===== config.mk =====
export PLATFORM = sky130hd
export DESIGN_NAME = hv_block_counter
export DESIGN_NICKNAME = d
export VERILOG_FILES = /design/src/rtl/hv_block_counter.sv
export SDC_FILE = /design/constraint.sdc
export NUM_CORES = 1
export LEC_CHECK = 0
export BUFFER_PORTS_ARGS = -buffer_cell sky130_fd_sc_hd__buf_2
export CAP_MARGIN = 20
export CORE_MARGIN = 8
export CORE_UTILIZATION = 27
export DETAILED_ROUTE_END_ITERATION = 6
export HOLD_SLACK_MARGIN = 0.08
export PLACE_DENSITY = 0.52
export SLEW_MARGIN = 20
export SYNTH_ARGS = -nofsm -noshare
export SYNTH_HDL_FRONTEND = slang
export SYNTH_SLANG_ARGS = --single-unit

===== constraint.sdc =====
create_clock -name iODCK -period 2.05 [get_ports iODCK]
set_input_delay 0.41 -clock iODCK [delete_from_list [all_inputs] [get_ports iODCK]]
set_output_delay 0.41 -clock iODCK [all_outputs]
set_load 0.05 [all_outputs]

===== src/rtl/hv_block_counter.sv =====
// hv_block_counter: horizontal pixel/block and vertical line/block position
// counter driven by a data-enable input on the panel output clock iODCK.
// Emits line-end and frame-end strobes for block statistics and dimming logic.
// Optional macro DUTY_PWM_EN enables the per-block duty window output oPWM;
// when undefined, iDuty is ignored and oPWM is tied low.
module hv_block_counter #(
    parameter int H_BITS      = 12,
    parameter int V_BITS      = 11,
    parameter int BLK_W       = 80,
    parameter int BLK_H       = 60,
    parameter int H_BLKS      = 24,
    parameter int V_BLKS      = 18,
    parameter int SYNC_STAGES = 3
) (
    input  logic                         iODCK,
    input  logic                         iDE_rst,
    input  logic                         iDE,
    input  logic                         iVS,
    input  logic [$clog2(BLK_W):0]       iDuty,
    output logic                         oValid,
    output logic [H_BITS-1:0]            oH_Count,
    output logic [$clog2(BLK_W)-1:0]     oH_Blk_Pix,
    output logic [$clog2(H_BLKS)-1:0]    oH_Blk_Idx,
    output logic [V_BITS-1:0]            oV_Count,
    output logic [$clog2(BLK_H)-1:0]     oV_Blk_Line,
    output logic [$clog2(V_BLKS)-1:0]    oV_Blk_Idx,
    output logic                         oLine_End,
    output logic                         oFrame_End,
    output logic                         oPWM
);

    localparam int PIX_W  = $clog2(BLK_W);
    localparam int HIDX_W = $clog2(H_BLKS);
    localparam int LINE_W = $clog2(BLK_H);
    localparam int VIDX_W = $clog2(V_BLKS);

    localparam logic [PIX_W-1:0]  PIX_LAST  = PIX_W'(BLK_W - 1);
    localparam logic [HIDX_W-1:0] HIDX_LAST = HIDX_W'(H_BLKS - 1);
    localparam logic [LINE_W-1:0] LINE_LAST = LINE_W'(BLK_H - 1);
    localparam logic [VIDX_W-1:0] VIDX_LAST = VIDX_W'(V_BLKS - 1);

    logic [SYNC_STAGES-1:0] deSync;
    logic                   deD;
    logic                   deQ;
    logic                   vsQ;
    logic                   lineEnd;
    logic                   frameEnd;

    logic [H_BITS-1:0] hCountNext;
    logic [PIX_W-1:0]  blkPixNext;
    logic [HIDX_W-1:0] blkIdxNext;
    logic [V_BITS-1:0] vCountNext;
    logic [LINE_W-1:0] blkLineNext;
    logic [VIDX_W-1:0] vBlkIdxNext;

    assign deD = deSync[SYNC_STAGES-1];

    // iDE delay line; de_q is one more stage for edge detection.
    always_ff @(posedge iODCK or negedge iDE_rst) begin
        if (!iDE_rst) begin
            deSync <= '0;
            deQ    <= 1'b0;
            vsQ    <= 1'b0;
        end else begin
            deSync[0] <= iDE;
            for (int unsigned i = 1; i < SYNC_STAGES; i++) begin
                deSync[i] <= deSync[i-1];
            end
            deQ <= deD;
            vsQ <= iVS;
        end
    end

    // Horizontal next-state: load on first pixel, count/wrap/saturate after.
    always_comb begin
        hCountNext = oH_Count;
        blkPixNext = oH_Blk_Pix;
        blkIdxNext = oH_Blk_Idx;
        if (deD) begin
            if (!deQ) begin
                hCountNext = '0;
                blkPixNext = '0;
                blkIdxNext = '0;
            end else begin
                if (oH_Count != '1) begin
                    hCountNext = oH_Count + 1'b1;
                end
                if (oH_Blk_Pix == PIX_LAST) begin
                    blkPixNext = '0;
                    if (oH_Blk_Idx != HIDX_LAST) begin
                        blkIdxNext = oH_Blk_Idx + 1'b1;
                    end
                end else begin
                    blkPixNext = oH_Blk_Pix + 1'b1;
                end
            end
        end
    end

    // Vertical next-state: iVS clears and takes priority over the line-end step.
    always_comb begin
        lineEnd     = deQ & ~deD;
        frameEnd    = iVS & ~vsQ & (oV_Count != '0);
        vCountNext  = oV_Count;
        blkLineNext = oV_Blk_Line;
        vBlkIdxNext = oV_Blk_Idx;
        if (iVS) begin
            vCountNext  = '0;
            blkLineNext = '0;
            vBlkIdxNext = '0;
        end else if (lineEnd) begin
            if (oV_Count != '1) begin
                vCountNext = oV_Count + 1'b1;
            end
            if (oV_Blk_Line == LINE_LAST) begin
                blkLineNext = '0;
                if (oV_Blk_Idx != VIDX_LAST) begin
                    vBlkIdxNext = oV_Blk_Idx + 1'b1;
                end
            end else begin
                blkLineNext = oV_Blk_Line + 1'b1;
            end
        end
    end

    // Output registers.
    always_ff @(posedge iODCK or negedge iDE_rst) begin
        if (!iDE_rst) begin
            oValid      <= 1'b0;
            oH_Count    <= '0;
            oH_Blk_Pix  <= '0;
            oH_Blk_Idx  <= '0;
            oV_Count    <= '0;
            oV_Blk_Line <= '0;
            oV_Blk_Idx  <= '0;
            oLine_End   <= 1'b0;
            oFrame_End  <= 1'b0;
        end else begin
            oValid      <= deD;
            oH_Count    <= hCountNext;
            oH_Blk_Pix  <= blkPixNext;
            oH_Blk_Idx  <= blkIdxNext;
            oV_Count    <= vCountNext;
            oV_Blk_Line <= blkLineNext;
            oV_Blk_Idx  <= vBlkIdxNext;
            oLine_End   <= lineEnd;
            oFrame_End  <= frameEnd;
        end
    end

`ifdef DUTY_PWM_EN
    // Duty window registered alongside oH_Blk_Pix so both refer to the same pixel.
    always_ff @(posedge iODCK or negedge iDE_rst) begin
        if (!iDE_rst) begin
            oPWM <= 1'b0;
        end else begin
            oPWM <= deD && ({1'b0, blkPixNext} < iDuty);
        end
    end
`else
    logic unusedDuty;
    assign unusedDuty = ^{iDuty, blkPixNext};
    assign oPWM       = 1'b0;
`endif

endmodule

==> impl_metrics.tcl <==
set metrics [dict create \
    yosysWarnings 0 \
    finalSetupViolations 0 \
    rows 37 \
    slew_viol_final 0 \
    antenna_found_initial 0 \
    cp-end-kind "register" \
    postSynthCellCount 295 \
    maxCapViolations 0 \
    clock_skew_ns 0.0113 \
    cts_max_level 2 \
    clock_path_buffers 2 \
    wl_um 7360 \
    die_w_um 118 \
    io_buffers 52 \
    wl_met2_um 3430 \
    async_flop_share 1.00 \
    route.met3.wl_um 300 \
    grtUsageTotal 0.110 \
    ioPinCount 62 \
    outcome "finished, final reports clean" \
    synth_edf_count 0 \
    postRouteAntennaNets 0 \
    dp.cells 485 \
    instances_no_fill 493 \
    wl_met1_um 3540 \
    drt-pass1-iter-count 4 \
    topRoutingLayerUsed "met4" \
    clock_latency_ns 0.31 \
    worstPathRequired_ns 2.25 \
    cp.arrival_ns 2.04 \
    die_h_um 118 \
    cts_resized 0 \
    gp_congestion 0.776 \
    antenna_cells 0 \
    grt_max_degree 54 \
    fin_tns_setup_ns 0 \
    final_cell_area_um2 3410 \
    syn2layout_area_growth_pct 21.6 \
    ys_types 59 \
    grt_pass1_vias 2551 \
    drive_above_1_share 0.230 \
    synth_area_per_cell_um2 9.51 \
    max_freq_mhz 544 \
    max_stage_delay_ns 0.46 \
    synth_ff_type "dfrtp_1" \
    overflow 0 \
    final_nets 376 \
    p_leak_nw 1.54 \
    crit_chain "or3b_1 -> a211oi_4 -> mux2_1 -> a22o_2" \
    coreArea_um2 10200 \
    root_buffer "clkbuf_8" \
    post_cts_buffers 0 \
    period_share 0.896 \
    slowest_stage "dfrtp_2" \
    clkSinkCount 53 \
    rsz0062_at_grt "no" \
    ys_seq_elements 53 \
    hold_class "primary input to async pin" \
    power_density_nw_per_um2 620 \
    cts.clk_slew.worst_paths_ns 0.09 \
    first_iter_violations 160 \
    start_kind "register" \
    crit_type "register to register" \
    viasPerCell 4.98 \
    peakVddDrop_mv 0.256 \
    cts_tree "yes" \
    mappedNetlistArea_um2 2810 \
    routedWlPerCell_um 14.9 \
    grt_pass1_wl_um 12800 \
    place_area_um2 3300 \
    worstPathMaxFanout 7 \
    dp_hpwl_um 5220 \
    ys_seq_area_frac 0.473 \
    die_area_um2 13900 \
    hold_viol 0 \
    period_minus_slack_ns 1.84 \
    numCtsBuffers 5 \
    syn_nets 315 \
    post-route-drc-count 0 \
    cts_hold_buf 0 \
    initial_utilization 0.274 \
    vias 2454 \
]
==> worst paths after layout <==
| check | to | cells after the start | startpoint | slack (ns) |
|---|---|---|---|---|
| max | oH_Blk_Idx[0] | 4 | oH_Blk_Pix[4] | 0.21 |
| max in group asynchronous | oH_Blk_Pix[4] | 2 | iDE_rst | 1.71 |
| min reg2reg | deSync[1] | 0 | deSync[0] | 0.37 |
| max reg2reg | oH_Blk_Idx[0] | 4 | oH_Blk_Pix[4] | 0.21 |
| min | oH_Blk_Pix[6] | 2 | iDE_rst | 0.09 |
| min in group iODCK | deSync[0] | 1 | iDE | 0.20 |
==> worst max-delay path: cells and delay by family (launching register included) <==
kind,cells,cell delay [ns]
AO/OA/AOI/OAI,2,0.48
flip-flops,1,0.46
multiplexers,1,0.34
AND/OR/NAND/NOR,1,0.45
==> per-stage QoR <==
stage | total power [mW] | utilization | worst slack [ns] | hold WS [ns]
finish | 2.12 | 0.334 | 0.213 | 0.0867
floorplan | 1.30 | - | 0.0132 | 0.114
global placement | 1.39 | 0.322 | 0.259 | 0.341
global route | 2.21 | 0.334 | 0.106 | 0.109
CTS | 2.16 | 0.334 | 0.210 | 0.0911
detailed placement | 1.39 | 0.322 | 0.230 | 0.336
==> cell type report <==
type	count	area, um2
well taps	136	170
clock inverters	1	30.0
multi-input cells	218	1380
repair buffers	65	370
clock buffers	7	86.3
fillers	1061	6820
flip-flops and latches	53	1330
inverters	13	48.8
==> state kept, by name (all words and copies together), names as in the netlist <==
signal,flops
deSync,3
oValid,1
oV_Blk_Line,6
oLine_End,1
oH_Blk_Pix,7
oV_Count,11
vsQ,1
oH_Blk_Idx,5
oH_Count,12
oV_Blk_Idx,5
oFrame_End,1
==> cell usage after synthesis, types with 2 or more instances <==
cell type | number | area, um2
a211oi_1 | 5 | 37.5
a21o_1 | 2 | 15.0
a21oi_1 | 21 | 105
a311oi_1 | 2 | 17.5
a31oi_1 | 5 | 31.3
a41oi_1 | 5 | 43.8
and3_1 | 7 | 43.8
and4_1 | 2 | 17.5
clkbuf_1 | 7 | 26.3
dfrtp_1 | 53 | 1330
ha_1 | 8 | 100
inv_1 | 12 | 45.0
mux2i_1 | 6 | 60.1
nand2_1 | 28 | 105
nand2b_1 | 4 | 25.0
nand3_1 | 18 | 90.1
nand3b_1 | 2 | 15.0
nand4_1 | 5 | 31.3
nor2_1 | 23 | 86.3
nor3_1 | 7 | 35.0
nor4_1 | 8 | 50.1
nor4_2 | 2 | 25.0
o21ai_0 | 13 | 65.1
o221ai_1 | 3 | 26.3
o22ai_1 | 3 | 18.8
o2bb2ai_1 | 2 | 17.5
o31ai_1 | 3 | 22.5
or3_1 | 5 | 31.3
xnor2_1 | 4 | 35.0
==> layer usage <==
layer  up-vias  global-route usage
met3         8              0.0278
met4         0              0.0312
li1       1224                   -
met2        45               0.183
met1      1177               0.136
met5         -                   0
==> cell usage in the layout, fill, tap and decap left out, types with 3 or more instances in the layout <==
cell / instances
a211oi_1: 5
dfrtp_2: 3
a21oi_1: 21
a31oi_1: 5
a41oi_1: 5
nor3_1: 7
nor2_1: 23
o221ai_1: 3
nand2b_1: 4
inv_1: 12
clkbuf_8: 6
buf_2: 52
o31ai_1: 3
nand4_1: 5
xnor2_1: 4
and3_1: 7
dfrtp_1: 50
o22ai_1: 3
or3_1: 5
nand2_1: 28
o21ai_0: 13
mux2i_1: 6
ha_1: 8
nor4_1: 8
buf_4: 12
nand3_1: 18
==> kinds of logic (layout without fill, tap and decap cells) <==
family	after synthesis	after routing	share of synthesized area
other	1	1	0.00134
AO/OA/AOI/OAI	76	76	0.185
flip-flops	53	53	0.473
buffers and inverters	24	86	0.0366
adder cells (fa/ha/maj)	8	8	0.0357
multiplexers	7	7	0.0254
AND/OR/NAND/NOR	122	122	0.231
XOR/XNOR	4	4	0.0125
==> power by group <==
part | switching (mW) | internal (mW)
Sequential | 0.0332 | 1.07
Combinational | 0.195 | 0.0642
Clock | 0.350 | 0.399
Power figures use the tool's default switching activity.
